===== src/rtl/spi_reg_bank.sv =====
// rtl/spi_reg_bank.sv - SPI mode-0 peripheral fronting a NUM_REGS x DATA_W register bank.
// Optional CIPO read-back is enabled by defining SPI_REG_READBACK_EN.
module spi_reg_bank #(
  parameter int NUM_REGS    = 5,
  parameter int ADDR_W      = 7,
  parameter int DATA_W      = 8,
  parameter int SYNC_STAGES = 2
) (
  input  logic                       clk,
  input  logic                       rst,
  input  logic                       nCS,
  input  logic                       SCLK,
  input  logic                       COPI,
  output logic                       CIPO,
  output logic                       CIPO_oe,
  output logic [NUM_REGS*DATA_W-1:0] regs_o,
  output logic                       wr_valid,
  output logic [ADDR_W-1:0]          wr_addr,
  output logic [7:0]                 err_cnt
);

  localparam int FRAME_W = 1 + ADDR_W + DATA_W;
  localparam int CW      = $clog2(FRAME_W + 2);
  localparam logic [CW-1:0]   CNT_FULL = CW'(FRAME_W);
  localparam logic [CW-1:0]   CNT_MAX  = CW'(FRAME_W + 1);
  localparam logic [ADDR_W:0] NREGS    = (ADDR_W + 1)'(NUM_REGS);

  logic [SYNC_STAGES-1:0]     ncs_sync, sclk_sync, copi_sync;
  logic                       prev_ncs, prev_sclk;
  logic [FRAME_W-1:0]         shreg;
  logic [CW-1:0]              cnt;
  logic [NUM_REGS*DATA_W-1:0] regs_q;

  logic s_ncs, s_sclk, s_copi;
  logic sclk_rise, ncs_rise, ncs_fall, shift_en;
  logic f_rw, addr_ok, frame_full, commit, reject;
  logic [ADDR_W-1:0]  f_addr;
  logic [DATA_W-1:0]  f_data;
  logic [FRAME_W-1:0] sh_next;

  assign s_ncs  = ncs_sync[SYNC_STAGES-1];
  assign s_sclk = sclk_sync[SYNC_STAGES-1];
  assign s_copi = copi_sync[SYNC_STAGES-1];

  assign sclk_rise = s_sclk & ~prev_sclk;
  assign ncs_rise  = s_ncs & ~prev_ncs;
  assign ncs_fall  = ~s_ncs & prev_ncs;
  // An SCLK edge coinciding with nCS rising is dropped; s_ncs is already high then.
  assign shift_en  = sclk_rise & ~s_ncs;
  assign sh_next   = {shreg[FRAME_W-2:0], s_copi};

  assign f_rw       = shreg[FRAME_W-1];
  assign f_addr     = shreg[DATA_W +: ADDR_W];
  assign f_data     = shreg[DATA_W-1:0];
  assign addr_ok    = {1'b0, f_addr} < NREGS;
  assign frame_full = (cnt == CNT_FULL);
  assign commit     = ncs_rise & frame_full & f_rw & addr_ok;
  assign reject     = ncs_rise & (~frame_full | (f_rw & ~addr_ok));

  assign regs_o = regs_q;

  always_ff @(posedge clk or posedge rst) begin
    if (rst) begin
      ncs_sync  <= '1;
      sclk_sync <= '0;
      copi_sync <= '0;
      prev_ncs  <= 1'b1;
      prev_sclk <= 1'b0;
    end else begin
      ncs_sync  <= {ncs_sync[SYNC_STAGES-2:0], nCS};
      sclk_sync <= {sclk_sync[SYNC_STAGES-2:0], SCLK};
      copi_sync <= {copi_sync[SYNC_STAGES-2:0], COPI};
      prev_ncs  <= s_ncs;
      prev_sclk <= s_sclk;
    end
  end

  always_ff @(posedge clk or posedge rst) begin
    if (rst) begin
      shreg    <= '0;
      cnt      <= '0;
      regs_q   <= '0;
      wr_valid <= 1'b0;
      wr_addr  <= '0;
      err_cnt  <= '0;
    end else begin
      wr_valid <= 1'b0;
      if (ncs_fall) begin
        shreg <= '0;
        cnt   <= '0;
      end else if (shift_en) begin
        shreg <= sh_next;
        if (cnt != CNT_MAX) cnt <= cnt + 1'b1;
      end
      // Commit reads the frame captured so far; a same-cycle nCS fall only resets the shifter.
      if (commit) begin
        for (int i = 0; i < NUM_REGS; i++)
          if (f_addr == ADDR_W'(i)) regs_q[i*DATA_W +: DATA_W] <= f_data;
        wr_valid <= 1'b1;
        wr_addr  <= f_addr;
      end
      if (reject && err_cnt != 8'hFF) err_cnt <= err_cnt + 8'd1;
    end
  end

`ifdef SPI_REG_READBACK_EN
  logic              sclk_fall, addr_done, tx_active, cipo_q;
  logic [DATA_W-1:0] tx, rd_word;

  assign sclk_fall = ~s_sclk & prev_sclk;
  assign addr_done = shift_en & (cnt == CW'(ADDR_W)) & ~sh_next[ADDR_W];

  always_comb begin
    rd_word = '0;
    for (int i = 0; i < NUM_REGS; i++)
      if (sh_next[ADDR_W-1:0] == ADDR_W'(i)) rd_word = regs_q[i*DATA_W +: DATA_W];
  end

  always_ff @(posedge clk or posedge rst) begin
    if (rst) begin
      tx        <= '0;
      tx_active <= 1'b0;
      cipo_q    <= 1'b0;
    end else if (ncs_fall || ncs_rise) begin
      tx        <= '0;
      tx_active <= 1'b0;
      cipo_q    <= 1'b0;
    end else if (addr_done) begin
      tx        <= rd_word;
      tx_active <= 1'b1;
    end else if (shift_en && cnt >= CW'(FRAME_W - 1)) begin
      // Host has already sampled the last data bit by the time this edge is seen.
      tx_active <= 1'b0;
      cipo_q    <= 1'b0;
    end else if (sclk_fall && !s_ncs && tx_active) begin
      cipo_q <= tx[DATA_W-1];
      tx     <= tx << 1;
    end
  end

  assign CIPO    = cipo_q;
  assign CIPO_oe = ~s_ncs;
`else
  assign CIPO    = 1'b0;
  assign CIPO_oe = 1'b0;
`endif

endmodule

===== config.mk =====
export PLATFORM = sky130hd
export DESIGN_NAME = spi_reg_bank
export DESIGN_NICKNAME = d
export VERILOG_FILES = /design/src/rtl/spi_reg_bank.sv
export SDC_FILE = /design/constraint.sdc
export NUM_CORES = 1
export LEC_CHECK = 0
export BUFFER_PORTS_ARGS = -buffer_cell sky130_fd_sc_hd__buf_2
export CAP_MARGIN = 10
export CORE_MARGIN = 5
export CORE_UTILIZATION = 57
export CTS_BUF_LIST = sky130_fd_sc_hd__clkbuf_8
export DETAILED_ROUTE_END_ITERATION = 8
export GPL_TIMING_DRIVEN = 0
export PLACE_DENSITY = 0.83
export RECOVER_POWER = 50
export SLEW_MARGIN = 20
export SYNTH_ARGS = -nofsm -noshare
export SYNTH_HDL_FRONTEND = slang
export SYNTH_SLANG_ARGS = --single-unit
export TNS_END_PERCENT = 50

===== constraint.sdc =====
create_clock -name clk -period 3.5 [get_ports clk]
set_input_delay 0.35 -clock clk [delete_from_list [all_inputs] [get_ports clk]]
set_output_delay 0.35 -clock clk [all_outputs]
set_load 0.05 [all_outputs]

==> flow_summary.json <==
{
  "dpl_cell_area_sq_mm": 0.003827,
  "ff2ff_path_depth": 6,
  "cts_resized": 0,
  "number_of_cells_produced_by_synthesis": 258,
  "fraction_of_post_synthesis_cell_area_in_the_top_cell_type_by_area_pct": 60.36,
  "synth-main-ff-cell": "dfrtp_1",
  "synth_top_cells_by_area": "dfrtp_1 60%, mux2_2 14%, nand2_1 3.9%",
  "route.antenna.remaining_nets": 0,
  "fin_cells": 411,
  "detail_route.iter0.violations": 133,
  "post_route_cells_drive_above_1_share_pct": 31.55,
  "cts.clk_slew.worst_paths_ns": 0.08,
  "floorplan.rows": 28,
  "leakage_nw": 2.025,
  "post-place-ws_ns": 1.068,
  "critical_path.reg2reg.startpoint": "cnt[0]",
  "ys_seq_area_share_pct": 62.68,
  "worst_setup_path_start_kind": "flip-flop",
  "tritoncts.num_buffers": 9,
  "io_pins": 63,
  "final.setup.worst_slack_ns": 1.092,
  "yosysTopAreaCell": "dfrtp_1",
  "total_grt_overflow": 0,
  "timing.hold.worst_endpoint": "ncs_sync[0]",
  "grt_first_pass_wirelength_mm": 10.94,
  "path_cells": "inv_1 -> ha_1 -> nand4bb_1 -> nor3_1 -> nand4b_1 -> mux2_2",
  "track_usage_pct": 18.71,
  "postSynthRegisterBits": 85,
  "synth_async_sr_flop_share_pct": 100.0,
  "unrepaired_setup_endpoints_after_global_routing": "false",
  "diodes": 0,
  "fp.dieArea_sq_mm": 0.007608,
  "syn_area_sq_mm": 0.003400,
  "fin_total_pwr_mw": 2.041,
  "crit_path_top_delay_cell": "nand4b_1",
  "clock.fmax_mhz": 415.2,
  "cp_max_fo": 8,
  "setup_viol_count_final": 0,
  "worst_r2r_endpoint": "regs_o[27]",
  "postSynthAreaPerCell_sq_um": 13.18,
  "critPathKind": "reg2reg",
  "port_buffers": 60,
  "max-clock-path-buffers": 2,
  "fin_util_pct": 68.05,
  "vdd_ir_drop_max_v": 0.0004503,
  "worst_slew_pin_slew_ns": 1.566,
  "overall_routed_net_length_mm": 6.636,
  "dieHeight_um": 87.23,
  "final_max_slew_viol_count": 38,
  "post-place-cells": 395,
  "routed-via-count": 2217,
  "synthToLayoutAreaGrowth_pct": 17.11,
  "final_cell_area_sq_mm": 0.003981,
  "gpl.final_weighted_congestion": 0.8133,
  "starting_density_of_the_core_pct": 58.11,
  "timing.critical_path.arrival_ns": 2.64,
  "postCtsSetupBuffers": 0,
  "hold_path_class": "in2reg",
  "place_hpwl_mm": 4.370,
  "power_density_mw_per_mm2": 512.6,
  "tritoncts": "done",
  "synthMostInstantiatedCell": "dfrtp_1",
  "worst_slew_margin_rel_pct": -4.989,
  "synthDistinctLibCells": 35,
  "h-tree-depth": 3,
  "shortest_period_the_worst_path_allows_ns": 2.408,
  "core_area_sq_mm": 0.005851,
  "end_kind": "flip-flop",
  "slowest_delay_ns": 0.51,
  "fillers": 423,
  "ctsRootBufferMaster": "clkbuf_8",
  "detailedRoute.firstPassIterationCount": 4,
  "ys_warn_count": 0,
  "regToRegSetupSlack_ns": 1.09,
  "timing_hold_violations_final": 0,
  "hold_path_startpoint": "nCS",
  "grt_start_max_net_pins": 50,
  "min_path_cells": 1,
  "fin_worst_hold_slack_ns": 0.09209,
  "tritoncts_num_sinks": 85,
  "setup_tns_final_ns": 0,
  "yosys-top-cells-count": "82 x dfrtp_1, 42 x mux2_2, 35 x nand2_1",
  "worstPathRequired_ns": 3.73,
  "antenna_violations_before_repair": 0,
  "cts_hold_buffers": 0,
  "number_of_global_route_vias_before_repair": 2197,
  "final_nets": 340,
  "failed_checks": "capacitance limit, slew limit",
  "layout_worst_path_cycle_share_pct": 68.81,
  "route.detailed.vias_per_inst": 5.394,
  "clock_latency_reported_for_the_late_side_of_the_worst_skew_pair_ns": 0.35,
  "wl_per_cell_um": 16.15,
  "drcViolationCount": 0,
  "cap_viol_max_count": 1,
  "chipWidth_um": 87.23,
  "synth-edff-count": 0,
  "finClkSkew_ns": 0.01379,
  "outcome": "complete, but fails checks"
}
[how the worst max path moves through the flow]
stage / startpoint / end / slack (ns) / cells after the start
after detailed placement: cnt[0] / regs_o[28] / 1.07 / 6
after global routing: rst / shreg[8] / 0.84 / 3
after CTS: cnt[0] / regs_o[27] / 1.08 / 6
after floorplan: rst / cnt[0] / 0.96 / 1
final: cnt[0] / regs_o[27] / 1.09 / 6
after global placement: rst / regs_o[15] / 0.08 / 2
[where the power goes]
| group | switching, mW | internal (mW) | leakage, nW |
|---|---|---|---|
| registers | 0.0505 | 1.02 | 1.15 |
| logic | 0.199 | 0.0689 | 0.759 |
| clock network | 0.335 | 0.364 | 0.112 |
[cell families (layout without fill, tap and decap cells)]
kind of cell    Yosys count  in the layout  synth area share [%]
other cells               1              2                0.1103
mux                      44             44                 14.54
fa+ha+maj                 4              4                 1.472
xor+xnor                 11             11                 2.834
compound gates           23             23                 4.012
simple gates             74             74                 12.37
buf+inv                  16             93                 1.988
flops                    85             85                 62.68
[critical path: cells and delay by family (launching register included)]
family                     cells  cell delay, ns
muxes                          1            0.47
DFF                            1            0.43
buffers and inverters          1            0.08
adders and majority gates      1            0.15
and+or+nand+nor                3            1.16
[final cells by class]
cell class / instances / area [sq um] / share of cell area (%)
inverter: 7 / 27.53 / 0.6914
multi-input combinational: 158 / 1205 / 30.26
clock inverter: 5 / 51.30 / 1.288
tap: 75 / 93.84 / 2.357
sequential: 85 / 2131 / 53.52
clock buffer: 11 / 151.4 / 3.803
timing repair buffer: 61 / 280.3 / 7.040
buffer: 9 / 41.29 / 1.037
[metal layers]
metal,vias up,part of all wire [%],track usage (%)
met5,-,0,0
li1,1039,-,-
met2,53,49,30.50
met1,1116,43,24.72
met3,9,6.1,4.920
met4,0,1.4,5.718
[registers in the layout, summed over array words and instances (netlist names), 2 cells and up]
register	count
sclk_sync	2
copi_sync	2
err_cnt	8
shreg	16
ncs_sync	2
regs_o	40
wr_addr	7
cnt	5
[placed cells by master (no fill, tap or decap), types with 2 or more instances in the layout]
| cell | n |
|---|---|
| a211o_1 | 2 |
| mux2_2 | 42 |
| buf_4 | 2 |
| clkbuf_1 | 27 |
| inv_1 | 8 |
| a21oi_1 | 16 |
| nor2b_1 | 6 |
| dfrtp_1 | 82 |
| nand4_1 | 3 |
| xnor2_1 | 5 |
| ha_1 | 4 |
| o21ai_0 | 2 |
| nand3b_1 | 4 |
| xor2_1 | 6 |
| buf_2 | 40 |
| dfstp_2 | 2 |
| nor3b_1 | 5 |
| nor2_1 | 6 |
| conb_1 | 2 |
| nand2_1 | 35 |
| clkbuf_8 | 11 |
| nand3_1 | 4 |
| nand4b_1 | 2 |
No activity file was read; power rests on OpenSTA's default activity.
